==> src/rtl/cdb_arbiter_if.sv <==
// Common-data-bus arbitration bundle: requester side (master) and arbiter side (slave).
interface cdb_arbiter_if #(
    parameter int REQUESTERS = 4
);
    logic [REQUESTERS-1:0] request;
    logic                  flush;
    logic [7:0]            select_0;
    logic [7:0]            select_1;
    logic [REQUESTERS-1:0] grant;
    logic                  busy;

    modport master (
        output request, flush,
        input  select_0, select_1, grant, busy
    );

    modport slave (
        input  request, flush,
        output select_0, select_1, grant, busy
    );
endinterface

==> src/rtl/cdb_arbiter.sv <==
// Two-bus common-data-bus arbiter: aged requesters first, then round-robin,
// with one-cycle registered grants and a mandatory gap between transfers.
module cdb_arbiter #(
    parameter int REQUESTERS = 4,
    parameter int MAX_WAIT   = 7
) (
    input  logic         clock,
    input  logic         reset,
    cdb_arbiter_if.slave bus
);
    localparam int IDX_W  = (REQUESTERS > 2) ? $clog2(REQUESTERS) : 1;
    localparam int CNT_W  = $clog2(REQUESTERS + 1);
    localparam int WAIT_W = ($clog2(MAX_WAIT + 1) > 3) ? $clog2(MAX_WAIT + 1) : 3;
    localparam logic [WAIT_W-1:0] WAIT_MAX  = WAIT_W'(MAX_WAIT);
    localparam logic [IDX_W:0]    REQ_COUNT = (IDX_W + 1)'(REQUESTERS);
    localparam logic [CNT_W-1:0]  BUS_COUNT = CNT_W'(2);
    localparam logic [7:0]        IDLE_SEL  = 8'hFF;

    logic [REQUESTERS-1:0] eligible_s;
    logic [REQUESTERS-1:0] aged_s;
    logic [REQUESTERS-1:0] chosen_s;
    logic [REQUESTERS-1:0] grant_r;
    logic [IDX_W-1:0]      rr_ptr_r;
    logic [IDX_W-1:0]      rr_next_s;
    logic [IDX_W-1:0]      rr_last_s;
    logic [IDX_W-1:0]      idx_s;
    logic [IDX_W:0]        sum_s;
    logic [IDX_W-1:0]      win0_s;
    logic [IDX_W-1:0]      win1_s;
    logic                  win0_v_s;
    logic                  win1_v_s;
    logic                  rr_hit_s;
    logic [CNT_W-1:0]      elig_cnt_s;
    logic [WAIT_W-1:0]     wait_r      [REQUESTERS];
    logic [WAIT_W-1:0]     wait_next_s [REQUESTERS];
    logic [7:0]            select_0_r;
    logic [7:0]            select_1_r;
    logic                  busy_r;

    // Winner selection: aged requesters by index, then round-robin from rr_ptr.
    always_comb begin
        eligible_s = bus.request & ~grant_r;
        aged_s     = {REQUESTERS{1'b0}};
        chosen_s   = {REQUESTERS{1'b0}};
        win0_s     = {IDX_W{1'b0}};
        win1_s     = {IDX_W{1'b0}};
        win0_v_s   = 1'b0;
        win1_v_s   = 1'b0;
        rr_hit_s   = 1'b0;
        rr_last_s  = rr_ptr_r;
        rr_next_s  = rr_ptr_r;
        sum_s      = {(IDX_W + 1){1'b0}};
        idx_s      = {IDX_W{1'b0}};
        elig_cnt_s = {CNT_W{1'b0}};
        for (int i = 0; i < REQUESTERS; i++) begin
            aged_s[i]  = eligible_s[i] && (wait_r[i] == WAIT_MAX);
            elig_cnt_s = elig_cnt_s + CNT_W'(eligible_s[i]);
        end
        for (int i = 0; i < REQUESTERS; i++) begin
            if (aged_s[i] && !win1_v_s) begin
                chosen_s[i] = 1'b1;
                if (win0_v_s) begin
                    win1_v_s = 1'b1;
                    win1_s   = IDX_W'(i);
                end else begin
                    win0_v_s = 1'b1;
                    win0_s   = IDX_W'(i);
                end
            end else begin
                chosen_s[i] = chosen_s[i];
            end
        end
        for (int k = 0; k < REQUESTERS; k++) begin
            sum_s = {1'b0, rr_ptr_r} + (IDX_W + 1)'(k);
            idx_s = (sum_s >= REQ_COUNT) ? IDX_W'(sum_s - REQ_COUNT) : IDX_W'(sum_s);
            if (eligible_s[idx_s] && !chosen_s[idx_s] && !win1_v_s) begin
                chosen_s[idx_s] = 1'b1;
                rr_hit_s        = 1'b1;
                rr_last_s       = idx_s;
                if (win0_v_s) begin
                    win1_v_s = 1'b1;
                    win1_s   = idx_s;
                end else begin
                    win0_v_s = 1'b1;
                    win0_s   = idx_s;
                end
            end else begin
                chosen_s[idx_s] = chosen_s[idx_s];
            end
        end
        sum_s = {1'b0, rr_last_s} + {{IDX_W{1'b0}}, 1'b1};
        if (rr_hit_s) begin
            rr_next_s = (sum_s >= REQ_COUNT) ? {IDX_W{1'b0}} : IDX_W'(sum_s);
        end else begin
            rr_next_s = rr_ptr_r;
        end
    end

    // Wait counters: count losing eligible cycles, saturate at the aging threshold.
    always_comb begin
        for (int i = 0; i < REQUESTERS; i++) begin
            wait_next_s[i] = wait_r[i];
            if (chosen_s[i] || !bus.request[i]) begin
                wait_next_s[i] = {WAIT_W{1'b0}};
            end else if (eligible_s[i] && (wait_r[i] != WAIT_MAX)) begin
                wait_next_s[i] = wait_r[i] + WAIT_W'(1);
            end else begin
                wait_next_s[i] = wait_r[i];
            end
        end
    end

    // Decision registers; flush idles the buses but keeps the round-robin position.
    always_ff @(posedge clock or posedge reset) begin
        if (reset) begin
            select_0_r <= IDLE_SEL;
            select_1_r <= IDLE_SEL;
            grant_r    <= {REQUESTERS{1'b0}};
            busy_r     <= 1'b0;
            rr_ptr_r   <= {IDX_W{1'b0}};
            for (int i = 0; i < REQUESTERS; i++) begin
                wait_r[i] <= {WAIT_W{1'b0}};
            end
        end else if (bus.flush) begin
            select_0_r <= IDLE_SEL;
            select_1_r <= IDLE_SEL;
            grant_r    <= {REQUESTERS{1'b0}};
            busy_r     <= 1'b0;
            rr_ptr_r   <= rr_ptr_r;
            for (int i = 0; i < REQUESTERS; i++) begin
                wait_r[i] <= {WAIT_W{1'b0}};
            end
        end else begin
            select_0_r <= win0_v_s ? {{(8 - IDX_W){1'b0}}, win0_s} : IDLE_SEL;
            select_1_r <= win1_v_s ? {{(8 - IDX_W){1'b0}}, win1_s} : IDLE_SEL;
            grant_r    <= chosen_s;
            busy_r     <= (elig_cnt_s > BUS_COUNT);
            rr_ptr_r   <= rr_next_s;
            for (int i = 0; i < REQUESTERS; i++) begin
                wait_r[i] <= wait_next_s[i];
            end
        end
    end

    assign bus.select_0 = select_0_r;
    assign bus.select_1 = select_1_r;
    assign bus.grant    = grant_r;
    assign bus.busy     = busy_r;
endmodule

==> src/flat_wrapper.sv <==
// flat-port wrapper written by rule: the top's interface ports become plain ports
module cdb_arbiter_flat 
#(
    parameter int REQUESTERS = 4,
    parameter int MAX_WAIT   = 7
)
  (clock, reset, bus_request, bus_flush, bus_select_0, bus_select_1, bus_grant, bus_busy);
  cdb_arbiter_if #(.REQUESTERS(REQUESTERS)) bus_i ();
  input  logic clock;
  input  logic reset;
  input wire logic [$bits(bus_i.request)-1:0] bus_request;
  input wire logic [$bits(bus_i.flush)-1:0] bus_flush;
  output wire logic [$bits(bus_i.select_0)-1:0] bus_select_0;
  output wire logic [$bits(bus_i.select_1)-1:0] bus_select_1;
  output wire logic [$bits(bus_i.grant)-1:0] bus_grant;
  output wire logic [$bits(bus_i.busy)-1:0] bus_busy;
  assign bus_i.request = bus_request;
  assign bus_i.flush = bus_flush;
  assign bus_select_0 = bus_i.select_0;
  assign bus_select_1 = bus_i.select_1;
  assign bus_grant = bus_i.grant;
  assign bus_busy = bus_i.busy;
  cdb_arbiter #(.REQUESTERS(REQUESTERS), .MAX_WAIT(MAX_WAIT)) u_core (.clock(clock), .reset(reset), .bus(bus_i));
endmodule
==> config.mk <==
export PLATFORM = sky130hd
export DESIGN_NAME = cdb_arbiter_flat
export DESIGN_NICKNAME = d
export VERILOG_FILES = /design/src/rtl/cdb_arbiter_if.sv /design/src/rtl/cdb_arbiter.sv /design/src/flat_wrapper.sv
export SDC_FILE = /design/constraint.sdc
export NUM_CORES = 1
export LEC_CHECK = 0
export ABC_AREA = 1
export ABC_CLOCK_PERIOD_IN_PS = 9300
export BUFFER_PORTS_ARGS = -buffer_cell sky130_fd_sc_hd__buf_2
export CORE_ASPECT_RATIO = 1.5
export CORE_MARGIN = 2
export CORE_UTILIZATION = 45
export CTS_CLUSTER_SIZE = 10
export DETAILED_ROUTE_END_ITERATION = 10
export GPL_ROUTABILITY_DRIVEN = 0
export PLACE_DENSITY_LB_ADDON = 0.05
export SYNTH_ARGS = -nofsm -noshare
export SYNTH_HDL_FRONTEND = slang
export SYNTH_SLANG_ARGS = --single-unit
==> constraint.sdc <==
create_clock -name clock -period 9.3 [get_ports clock]
set_input_delay 0.465 -clock clock [delete_from_list [all_inputs] [get_ports clock]]
set_output_delay 0.465 -clock clock [all_outputs]
set_load 0.005 [all_outputs]
==> run metrics <==
status=finished clean; Yosys reg bits=25; vias per cell=approximately 5.1; area delta synth->final=6.835%; f_max=~270 MHz; Post-CTS Hold Buffers=0; antenna violations before repair=0; synthesized cell area=around 2500 um^2; worst-case reg-to-reg path depth=29; Pwr per Cell Area=~390 nW/um^2; final hold vios=0; Reg2Reg Setup Slack=around 5.6 ns; # H-tree levels=1; Slew Limit Fails=0; leakage=1.438 nW; top cell type's share of synthesized area=18.82%; RSZ-0062 raised after global routing=false; largest net degree at the start of global routing=26; CP Capture Type=register; startpoint type of the worst setup path=register; Critical Path RT=between 9 and 10 ns; routed len/inst=13.37 um; dpl hpwl=4.732 mm; sequential share of the synthesized area=25.06%; biggest area consumer among synthesized cells=dfrtp_1; reg2reg start=u_core.wait_r[9]$_DFFE_PP0P_; GR Util All Layers=about a fifth; Tmin final=3.708 ns; ys flop type=dfrtp_1; worst setup path endpoint=u_core.rr_ptr_r[1]$_DFFE_PP0P_; Starting Density=46.35%; Site Rows=33; Post-Syn Instances=between 300 and 400; Worst slew margin=between 30% and 40%; Worst Path Arrival=between 3 and 4 ns; count of cell types in the netlist=42; Fin Clk Skew=approximately 0.0047 ns; crit-path max cell delay=about 0.39 ns; 1st-pass router iterations=4; top cells by area, synth=dfrtp_1, nand2_1, ha_1; # setup viols final=0; crit share post-route=39.87%; root buf cell=clkbuf_8; number of flops mapped to enable cells by yosys=0; CTS tree=done; total gr overflow=0; fin nets=405; worst-path maximum fanout=9; CTS resizes=0; Die Y=95.77 um; overall via count from detail_route=2,260; hold slack final=0.3930 ns; max cap viols=0; Die Area=6241 um^2; Antenna Diode Count=0; DRT Wirelength=5.975 mm; Synth warnings=0; Post-synth ARST share=100.0%; postcts setup bufs=0; first-pass GRT wire length=10.17 mm; Worst-Margin Slew=0.9752 ns; Post-Syn Nets=388; CTS clk-pin slew, worst paths=0.09 ns; drt drc=0; mean post-synth cell area=6.998 um^2; Ports=28; number of global-route vias before repair=2,227; Final ANT Viol Nets=0; CP Class=register to register; share of cells above drive strength 1=23.34%; Worst IR Drop VDD=roughly 110 uV; largest buffer count on any clock path=2; setup TNS=0 ns; Die Wd=between 60 and 70 um; TritonCTS buffer count=3; Worst Hold Class=input port to async pin; IO Port Bufs=27; CORE AREA=5450 um^2; most used cell along the critical path=nand2_1; Crit-path slowest cell=dfrtp_1; worst skew pair latency=0.28 ns; DRT iter0 DRCs=99; reg2reg end=u_core.rr_ptr_r[1]$_DFFE_PP0P_; Sink Count=25; Crit. Startpoint=u_core.wait_r[9]$_DFFE_PP0P_
## state kept, by name, indices dropped and copies added, names as in the netlist
name                 count
u_core.bus.busy          1
u_core.bus.grant         4
u_core.bus.select_0      3
u_core.bus.select_1      3
u_core.rr_ptr_r          2
u_core.wait_r           12
## layout by cell type, fill, tap and decap left out, drive strengths merged, types with 2 or more instances in the layout
cell,count
nand2,96
inv,68
nand3,35
nor2,35
buf,28
o21ai,27
ha,19
dfrtp,19
a21oi,15
dfstp,6
nor3,4
clkbuf,4
mux2i,3
o211ai,3
nand3b,3
nand4,2
## per-layer routing
layer	share of wire, %	up-vias	routed length [um]	GRT usage (%)
li1	-	1174	-	-
met4	1.8	0	108	7.639
met2	54	50	3242	41.41
met3	3.4	9	203	2.105
met1	41	1027	2421	23.29
met5	0	-	0	0
## how the worst min path moves through the flow
| stage | depth (start not counted) | to | startpoint | slack (ns) |
|---|---|---|---|---|
| after floorplan | 1 | u_core.bus.busy$_DFF_PP0_ | reset | 0.49 |
| after global placement | 4 | u_core.wait_r[2]$_DFFE_PP0P_ | u_core.wait_r[2]$_DFFE_PP0P_ | 0.61 |
| after detailed placement | 3 | u_core.wait_r[3]$_DFFE_PP0P_ | u_core.wait_r[3]$_DFFE_PP0P_ | 0.61 |
| after CTS | 2 | u_core.wait_r[2]$_DFFE_PP0P_ | reset | 0.44 |
| after global routing | 2 | u_core.wait_r[2]$_DFFE_PP0P_ | reset | 0.50 |
| final | 2 | u_core.wait_r[0]$_DFFE_PP0P_ | reset | 0.39 |
## where the power goes
group	switching, mW	total, mW	internal, mW	leakage, nW
registers	0.0258	0.170	0.144	0.319
logic	0.529	0.801	0.272	1.10
clock network	0.0382	0.0690	0.0308	0.0228
total	0.593	1.04	0.447	1.44
## metrics by stage
step	cell area [um^2]	total power, mW	std cells	worst slack [ns]	util (%)
final	2699	1.040	447	5.592	49.52
after global routing	2699	1.162	447	5.233	49.52
after CTS	2699	1.051	447	5.580	49.52
after detailed placement	2654	0.9777	443	5.600	48.69
after global placement	2654	0.9767	443	5.631	48.69
after floorplan	2526	0.8089	361	6.033	-
## critical path, delay by kind of cell, from the launching register on
kind / cells / cell delay (ns)
and+or+nand+nor: 21 / 2.26
adders and majority gates: 3 / 0.65
DFF: 1 / 0.39
buffers and inverters: 3 / 0.14
AOI/OAI and AO/OA: 2 / 0.14
## cells by family after synthesis
family | count (synthesis) | share of synthesized area, %
AND/OR/NAND/NOR | 176 | 35.76
buffers and inverters | 84 | 14.17
AO/OA/AOI/OAI | 53 | 13.62
flip-flops | 25 | 25.06
adder cells (fa/ha/maj) | 20 | 10.20
multiplexers | 3 | 1.189
## final cells by class
class                           instances  area, um^2
Clock buffer                            4       45.04
Fill cell                             578        2751
Inverter                               68       255.2
Multi-Input combinational cell        252        1535
Sequential cell                        25       633.1
Tap cell                               70       87.58
Timing Repair Buffer                   28       142.6
## synthesized netlist by cell type (6+ instances only)
master / number
a21oi_1: 13
buf_4: 11
dfrtp_1: 19
dfstp_2: 6
ha_1: 19
inv_1: 53
inv_2: 15
nand2_1: 85
nand2_2: 8
nand3_1: 29
nor2_1: 26
o21ai_0: 20
Note: power is estimated with default switching activity, not from simulation.
